<file path="src/rtl/serial_host_bridge.sv">
// ============================================================================
// Module   : serial_host_bridge
// Brief    : Host byte-stream framer/deframer driving the core cmd/in/out ports.
// Revision : 1.0 - initial release
// ============================================================================
`default_nettype none

module serial_host_bridge #(
  parameter int CMD_W  = 16,
  parameter int CONF_W = 20
) (
  input  logic              clk,
  input  logic              rst,
  input  logic [7:0]        rxByte,
  input  logic              rxByte_isReady,
  output logic              rxByte_canReceive,
  output logic [7:0]        txByte,
  output logic              txByte_isReady,
  input  logic              txByte_canReceive,
  output logic [CMD_W-1:0]  cmd,
  output logic              cmd_hasAny,
  input  logic              cmd_consume,
  output logic [63:0]       in,
  output logic              in_isReady,
  input  logic              in_canReceive,
  input  logic [63:0]       out,
  input  logic              out_isReady,
  output logic              out_canReceive,
  output logic [CONF_W-1:0] conf
);

  localparam int         c_CMD_B     = (CMD_W + 7) / 8;
  localparam int         c_CONF_B    = (CONF_W + 7) / 8;
  localparam logic [2:0] c_CMD_LAST  = 3'(c_CMD_B - 1);
  localparam logic [2:0] c_CONF_LAST = 3'(c_CONF_B - 1);
  localparam logic [2:0] c_DATA_LAST = 3'd7;

  typedef enum logic [2:0] {
    S_HDR        = 3'd0,
    S_PAYLOAD    = 3'd1,
    S_ISSUE_CMD  = 3'd2,
    S_ISSUE_DATA = 3'd3,
    S_RD_WAIT    = 3'd4,
    S_RD_SEND    = 3'd5
  } state_t;

  state_t      r_state, w_state;
  logic [1:0]  r_kind, w_kind;
  logic [2:0]  r_cnt, w_cnt;
  logic [63:0] r_buf, w_buf;
  logic [6:0]  r_words, w_words;
  logic [63:0] r_word, w_word;

  logic [CMD_W-1:0]  w_cmd;
  logic              w_cmd_has;
  logic [63:0]       w_in;
  logic              w_in_rdy;
  logic [CONF_W-1:0] w_conf;
  logic [7:0]        w_tx;
  logic              w_tx_rdy;
  logic [63:0]       w_frame;
  logic [2:0]        w_last;
  logic              w_rx_xfer;

  assign rxByte_canReceive = (r_state == S_HDR) || (r_state == S_PAYLOAD);
  assign out_canReceive    = (r_state == S_RD_WAIT);
  assign w_rx_xfer         = rxByte_isReady && rxByte_canReceive;

  always_comb begin
    w_state   = r_state;
    w_kind    = r_kind;
    w_cnt     = r_cnt;
    w_buf     = r_buf;
    w_words   = r_words;
    w_word    = r_word;
    w_cmd     = cmd;
    w_cmd_has = cmd_hasAny;
    w_in      = in;
    w_in_rdy  = in_isReady;
    w_conf    = conf;
    w_tx      = txByte;
    w_tx_rdy  = txByte_isReady;

    // Payload so far with the byte on the wire merged in at its little-endian slot
    w_frame = r_buf;
    w_frame[{r_cnt, 3'b000} +: 8] = rxByte;

    case (r_kind)
      2'b00:   w_last = c_CMD_LAST;
      2'b01:   w_last = c_DATA_LAST;
      default: w_last = c_CONF_LAST;
    endcase

    case (r_state)
      S_HDR: begin
        if (w_rx_xfer) begin
          if (rxByte[7:6] == 2'b11) begin
            w_words = (rxByte[5:0] == 6'd0) ? 7'd64 : {1'b0, rxByte[5:0]};
            w_state = S_RD_WAIT;
          end else begin
            w_kind  = rxByte[7:6];
            w_cnt   = 3'd0;
            w_buf   = '0;
            w_state = S_PAYLOAD;
          end
        end
      end
      S_PAYLOAD: begin
        if (w_rx_xfer) begin
          w_buf = w_frame;
          w_cnt = r_cnt + 3'd1;
          if (r_cnt == w_last) begin
            w_cnt = 3'd0;
            case (r_kind)
              2'b00: begin
                w_cmd     = w_frame[CMD_W-1:0];
                w_cmd_has = 1'b1;
                w_state   = S_ISSUE_CMD;
              end
              2'b01: begin
                w_in     = w_frame;
                w_in_rdy = 1'b1;
                w_state  = S_ISSUE_DATA;
              end
              default: begin
                w_conf  = w_frame[CONF_W-1:0];
                w_state = S_HDR;
              end
            endcase
          end
        end
      end
      S_ISSUE_CMD: begin
        if (cmd_consume) begin
          w_cmd     = '0;
          w_cmd_has = 1'b0;
          w_state   = S_HDR;
        end
      end
      S_ISSUE_DATA: begin
        if (in_canReceive) begin
          w_in     = '0;
          w_in_rdy = 1'b0;
          w_state  = S_HDR;
        end
      end
      S_RD_WAIT: begin
        if (out_isReady) begin
          w_word   = out;
          w_tx     = out[7:0];
          w_tx_rdy = 1'b1;
          w_cnt    = 3'd0;
          w_state  = S_RD_SEND;
        end
      end
      S_RD_SEND: begin
        if (txByte_canReceive) begin
          if (r_cnt == 3'd7) begin
            w_tx     = 8'd0;
            w_tx_rdy = 1'b0;
            w_cnt    = 3'd0;
            w_words  = r_words - 7'd1;
            w_state  = (r_words == 7'd1) ? S_HDR : S_RD_WAIT;
          end else begin
            w_cnt = r_cnt + 3'd1;
            w_tx  = r_word[{w_cnt, 3'b000} +: 8];
          end
        end
      end
      default: w_state = S_HDR;
    endcase
  end

  always_ff @(posedge clk or posedge rst) begin
    if (rst) begin
      r_state        <= S_HDR;
      r_kind         <= 2'b00;
      r_cnt          <= 3'd0;
      r_buf          <= '0;
      r_words        <= 7'd0;
      r_word         <= '0;
      cmd            <= '0;
      cmd_hasAny     <= 1'b0;
      in             <= '0;
      in_isReady     <= 1'b0;
      conf           <= '0;
      txByte         <= 8'd0;
      txByte_isReady <= 1'b0;
    end else begin
      r_state        <= w_state;
      r_kind         <= w_kind;
      r_cnt          <= w_cnt;
      r_buf          <= w_buf;
      r_words        <= w_words;
      r_word         <= w_word;
      cmd            <= w_cmd;
      cmd_hasAny     <= w_cmd_has;
      in             <= w_in;
      in_isReady     <= w_in_rdy;
      conf           <= w_conf;
      txByte         <= w_tx;
      txByte_isReady <= w_tx_rdy;
    end
  end

endmodule

`default_nettype wire

</file>
<file path="config.mk">
export PLATFORM = sky130hd
export DESIGN_NAME = serial_host_bridge
export DESIGN_NICKNAME = d
export VERILOG_FILES = /design/src/rtl/serial_host_bridge.sv
export SDC_FILE = /design/constraint.sdc
export NUM_CORES = 1
export LEC_CHECK = 0
export BUFFER_PORTS_ARGS = -buffer_cell sky130_fd_sc_hd__buf_2
export CAP_MARGIN = 20
export CORE_ASPECT_RATIO = 1.4
export CORE_UTILIZATION = 50
export DETAILED_ROUTE_END_ITERATION = 6
export PLACE_DENSITY = 0.72
export SLEW_MARGIN = 20
export SYNTH_ARGS = -nofsm -noshare
export SYNTH_HDL_FRONTEND = slang
export SYNTH_SLANG_ARGS = --single-unit
</file>
<file path="constraint.sdc">
create_clock -name clk -period 11.3 [get_ports clk]
set_clock_uncertainty 0.1 [all_clocks]
set_input_delay 1.695 -clock clk [delete_from_list [all_inputs] [get_ports clk]]
set_output_delay 1.695 -clock clk [all_outputs]
set_load 0.02 [all_outputs]
</file>
==> impl_metrics.yaml, run 1 <==
clock_network:
  insertion_delay_ps: 520
  clockBufferDepth: 3
  cts_root_buf: "clkbuf_16"
  cts_max_level: 1
  postCtsSetupBuffers: 0
  cts_resized: 0
  tritoncts: "done"
  path_clk_slew_ps: 60
  cts_num_sinks: 254
  postCtsHoldBufs: 0
  cts_made_buffers: 25
timing:
  hold_viol_final: 0
  period_share_pct: 30.6
  report.final.setup_viol: 0
  slew_headroom_pct: 37.4
  worstMarginPinSlew_ps: 938
  slew_violations: 0
  rsz0062_at_grt: "false"
  finalSetupTns_ps: 0
  setup_slack_ps: 7840
  fin_hold_ws_ps: 372
  period_minus_slack_ps: 3460
  max_freq_mhz: 289
pwr:
  cellPowerDensity_nw_per_um2: 205
  ir_drop_uv: 166
  clkPwrFrac_pct: 30.9
  seqPwrFrac_pct: 43.1
  p_sw_w: 0.000783
  cell_internal_pwr_w: 0.00187
  leakage_nw: 6.18
  share_comb_of_total_power_pct: 26.0
  switching_share_pct: 29.5
  total_power_w: 0.00266
setup_path:
  crit_type: "reg -> out"
  worstSetupEndpoint: "out_canReceive"
  crit_start: "r_state[2]"
  crit_buf_inv: 2
  r2r_cells: 8
  cp.depth: 3
  critical_path.slowest_cell: "dfrtp_1"
  r2r_slack_ps: 7910
  reg2reg_from: "r_cnt[0]"
  cp.required_ps: 9510
  crit_arrival_ps: 1660
  path_cells: "inv_1, nor3_1, buf_2"
  cp-start-kind: "flop"
  rr_endpoint: "r_buf[16]"
  cp_slowest_stage_delay_ps: 620
  crit_family: "flip-flops"
  worstSetupEndpointType: "output pin"
  cp_max_fo: 16
floorplan:
  num_rows: 63
  die_x_microns: 127
  die_area_sq_um: 22600
  die_h_microns: 178
  io_pins: 192
  initial_utilization_pct: 51.6
  coreArea_sq_um: 21400
finish:
  fillers: 1751
  stdcell_count: 1370
  finalNetCount: 1152
  diodes: 0
  drive_above_1_share_pct: 31.1
  area_growth_pct: 17.3
synth:
  synth_top_area_cell: "dfrtp_1"
  yosys_warnings: 0
  syn-cell-area_sq_um: 11000
  netlist_instances: 903
  yosysMostFrequentCell: "dfrtp_1"
  synth.top_cell.area_share_pct: 57.7
  ys_ff_latch: 254
  avgSynthCellArea_sq_um: 12.2
  synth_nets: 989
  seq_area_frac_synth_pct: 57.7
  ys_types: 53
  ys_async_sr_fraction_pct: 100
  yosys_most_used_dff: "dfrtp_1"
  synth_area_leaders: "dfrtp_1 (58%), mux2_2 (6.6%), mux2i_1 (6.6%), o21ai_0 (4.6%), a22o_1 (4.5%)"
  synth_edf_count: 0
  synthTopCellsByCount: "dfrtp_1 (254), o21ai_0 (102), nand2_1 (101), mux2i_1 (73), mux2_2 (65)"
route:
  drc: 0
  num_vias: 7723
  totalWireLength_microns: 26200
  antenna_left: 0
  avgViaCountPerCell: 5.64
  drt_iter0_drc: 502
  wl_per_cell_microns: 19.1
  dr.pass1.iters: 5
global_route:
  grt-ovfl-total: 0
  grt_max_degree: 106
  grt_pass1_wl_microns: 42400
  grtUsageTotal_pct: 24.0
  first_global_vias: 7928
  antenna_found_initial: 1
place:
  gp_congestion: 0.791
  pre_cts_slack_ps: 7450
  place.port_buffers: 191
  numPlacedInstances: 1331
  dp_hpwl_microns: 17600
min_path:
  hold_depth: 2
  min_path_type: "reg -> reg"
flow_run:
  drv_cap: 0
run_status:
  outcome: "finished clean"
==> worst min-delay path, cell delays in order, from the launching register on <==
cell	delay [ps]
dfrtp_1	340
nand2_1	40
o21ai_0	50
==> through the flow <==
step / instance area, sq um / util, %
CTS: 12900 / 60.5
floorplan: 11000 / -
finish: 12900 / 60.5
global placement: 12100 / 56.9
global route: 12900 / 60.5
detailed placement: 12100 / 56.9
==> placed cells by master, fill, tap and decap left out, types with 5 or more instances in the layout <==
cell type  instances
nor3_1             7
nand2_1          100
o2bb2ai_1         16
buf_4             10
mux4_2            16
o21ai_0          102
mux2i_1           73
a22oi_1           10
mux2_2            65
nor2_1            20
ha_1               7
nor2b_1            5
o21ai_1           18
buf_2            191
clkbuf_16         25
inv_1              8
a21oi_1           12
dfrtp_1          254
nand2b_1           6
nand3_1            8
clkbuf_1           7
a22o_1            56
==> cell families (layout without fill, tap and decap cells) <==
kind of cell / after synthesis / count (layout) / synth area share [%]
AND/OR/NAND/NOR: 178 / 178 / 7.89
flip-flops: 254 / 254 / 57.7
adder cells (fa/ha/maj): 7 / 7 / 0.795
AO/OA/AOI/OAI: 235 / 235 / 14.1
buffers and inverters: 75 / 250 / 3.02
multiplexers: 154 / 154 / 16.5
==> registers in the layout, summed over array words and instances (netlist names) <==
name            flops
cmd                16
cmd_hasAny          1
conf               20
in                 64
in_isReady          1
r_buf              64
r_cnt               3
r_kind              2
r_state             3
r_word             64
r_words             7
txByte              8
txByte_isReady      1
==> layer usage <==
metal  GRT usage (%)  routed length [microns]  vias up
met2            42.0                    13000      255
met3            4.79                     1730       50
met1            29.8                    10700     3821
li1                -                        -     3595
met5               0                       10        -
met4            7.89                      712        2
==> how the worst min path moves through the flow <==
stage / start / end / slack, ps
2_1_floorplan: r_buf[0] / r_buf[0] / 350
3_3_place_gp: conf[5] / conf[5] / 360
3_5_place_dp: conf[11] / conf[11] / 360
4_1_cts: conf[11] / conf[11] / 380
5_1_grt: in[7] / in[7] / 390
6_report: in[11] / in[11] / 370
==> layout make-up <==
class	instances	area (sq um)	share of cell area (%)
repair buffers	201	1030	7.97
flip-flops and latches	254	6360	49.1
clock inverters	5	104	0.803
well taps	292	365	2.83
inverters	10	45.0	0.348
multi-input cells	574	4350	33.6
clock buffers	34	679	5.25
==> power groups by stage <==
stage               Clock (W)  Combinational [W]  Sequential (W)
floorplan                   0           0.000526         0.00115
finish               0.000820           0.000691         0.00115
CTS                  0.000834           0.000698         0.00115
global route         0.000868           0.000750         0.00117
detailed placement          0           0.000698         0.00116
global placement            0           0.000683         0.00115
No activity file was read; power rests on OpenSTA's default activity.
==> run 2: changes to the inputs <==
PLACE_DENSITY = 0.75   (was 0.72)
clock period = 3 ns   (was 11.3 ns; I/O delays follow)
==> impl_metrics.yaml, run 2 (synthesis results as in run 1) <==
place:
  numPlacedInstances: 1345
  pre_cts_slack_ps: 354
  place.port_buffers: 191
  dp_hpwl_microns: 18100
  gp_congestion: 0.835
  placement.cell_area_sq_um: 12300
run_status:
  outcome: "finished clean"
route:
  wl_per_cell_microns: 19.0
  drt_iter0_drc: 499
  avgViaCountPerCell: 5.66
  antenna_left: 0
  totalWireLength_microns: 26400
  num_vias: 7867
  dr.pass1.iters: 5
  drc: 0
global_route:
  grt_max_degree: 95
  busiest_layer: "met2"
  grt_pass1_wl_microns: 42800
  grtUsageTotal_pct: 24.2
  antenna_found_initial: 1
  grt-ovfl-total: 0
  use_met1_pct: 29.4
  first_global_vias: 8074
  use_met2_pct: 42.9
  met3_usage_pct: 4.85
finish:
  utilization_pct: 61.5
  area_growth_pct: 19.3
  stdcell_count: 1390
  drive_above_1_share_pct: 32.1
  largest_registers: "in: 64 flops, r_buf: 64 flops, r_word: 64 flops"
  diodes: 0
  layout_commonest_cell: "dfrtp_1"
  layout_common_cells: "dfrtp_1 (254), buf_2 (191), o21ai_0 (102)"
  finalNetCount: 1166
  fin_area_sq_um: 13100
timing:
  hold_viol_final: 0
  slew_headroom_pct: 37.6
  fin_hold_ws_ps: 56.3
  period_minus_slack_ps: 2650
  report.final.setup_viol: 0
  period_share_pct: 88.3
  max_freq_mhz: 377
  slew_violations: 0
  worstMarginPinSlew_ps: 933
  rsz0062_at_grt: "false"
  setup_slack_ps: 350
pwr:
  ir_drop_uv: 586
  cellPowerDensity_nw_per_um2: 771
  leakage_nw: 6.27
setup_path:
  crit_arrival_ps: 3010
  critical_path.slowest_cell: "o21ai_1"
  crit_buf_inv: 2
  cp_max_fo: 10
  crit_family: "simple AND/OR/NAND/NOR gates"
  path_cells: "inv_1, ha_1, ha_1, nand2b_1, or2_2, inv_1, o21ai_1, a22o_1"
  worstSetupEndpointType: "flop"
  cp-start-kind: "flop"
  cp_slowest_stage_delay_ps: 450
  crit_type: "reg -> reg"
  cp.depth: 8
  cp.required_ps: 3360
  r2r_cells: 8
clock_network:
  cts_num_sinks: 254
  cts_resized: 0
  clockBufferDepth: 3
  path_clk_slew_ps: 60
  cts_made_buffers: 24
  cts_root_buf: "clkbuf_16"
  insertion_delay_ps: 520
  postCtsSetupBuffers: 0
  cts_max_level: 1
  tritoncts: "done"
min_path:
  min_path_type: "in -> reg"
  hold_depth: 2
floorplan:
  initial_utilization_pct: 51.6
  num_rows: 63
  die_area_sq_um: 22600
  coreArea_sq_um: 21400
  io_pins: 192
  die_x_microns: 127
  die_h_microns: 178
flow_run:
  drv_cap: 0
-- run 2: changes by cell type in the layout (fill, tap and decap cells not counted), sizes merged --
cell,change
buf,+14
bufinv,+1
clkinv,+3
clkinvlp,+2
dlygate4sd3,+1
inv,-1
-- run 2: metal layers --
metal	up-vias	share of wire [%]
met5	-	0.038
met4	2	3.0
met3	51	7.0
met2	290	50
met1	3894	40
li1	3630	-
-- run 2: stage by stage --
step                      setup TNS [ps]  total power [W]
after detailed placement               0          0.00704
after global placement                 0          0.00695
final                                  0           0.0101
after CTS                              0           0.0102
after global routing                   0           0.0106
after floorplan                  -226990          0.00632
-- run 2: what timing repair did --
item | in CTS | in global routing
hold endpoints to repair | 11 | 0
hold buffers | 1 | 0
setup endpoints to repair | 0 | 0
-- run 2: path summary, 6_finish.rpt --
path / startpoint / to / slack [ps]
worst max-delay path: r_cnt[1] / r_buf[9] / 350
worst min-delay path: out[10] / r_word[10] / 60
worst max register to register: r_cnt[1] / r_buf[9] / 350
worst min register to register: conf[15] / conf[15] / 370
max in group asynchronous: rst / conf[17] / 1610
min in group asynchronous: rst / r_word[10] / 370
-- run 2: area by class of cell --
cell class | instances | area, sq um
multi-input cells | 574 | 4350
clock buffers | 34 | 669
clock inverters | 10 | 156
repair buffers | 216 | 1210
inverters | 10 | 41.3
flip-flops and latches | 254 | 6360
fillers | 1667 | 8220
well taps | 292 | 365
-- run 2: power breakdown --
group          internal (W)  total, W  leakage (nW)  switching [W]
Combinational       0.00129   0.00264          2.51        0.00135
Clock               0.00190   0.00319         0.401        0.00128
Sequential          0.00399   0.00430          3.36       0.000312
Total               0.00719    0.0101          6.27        0.00295
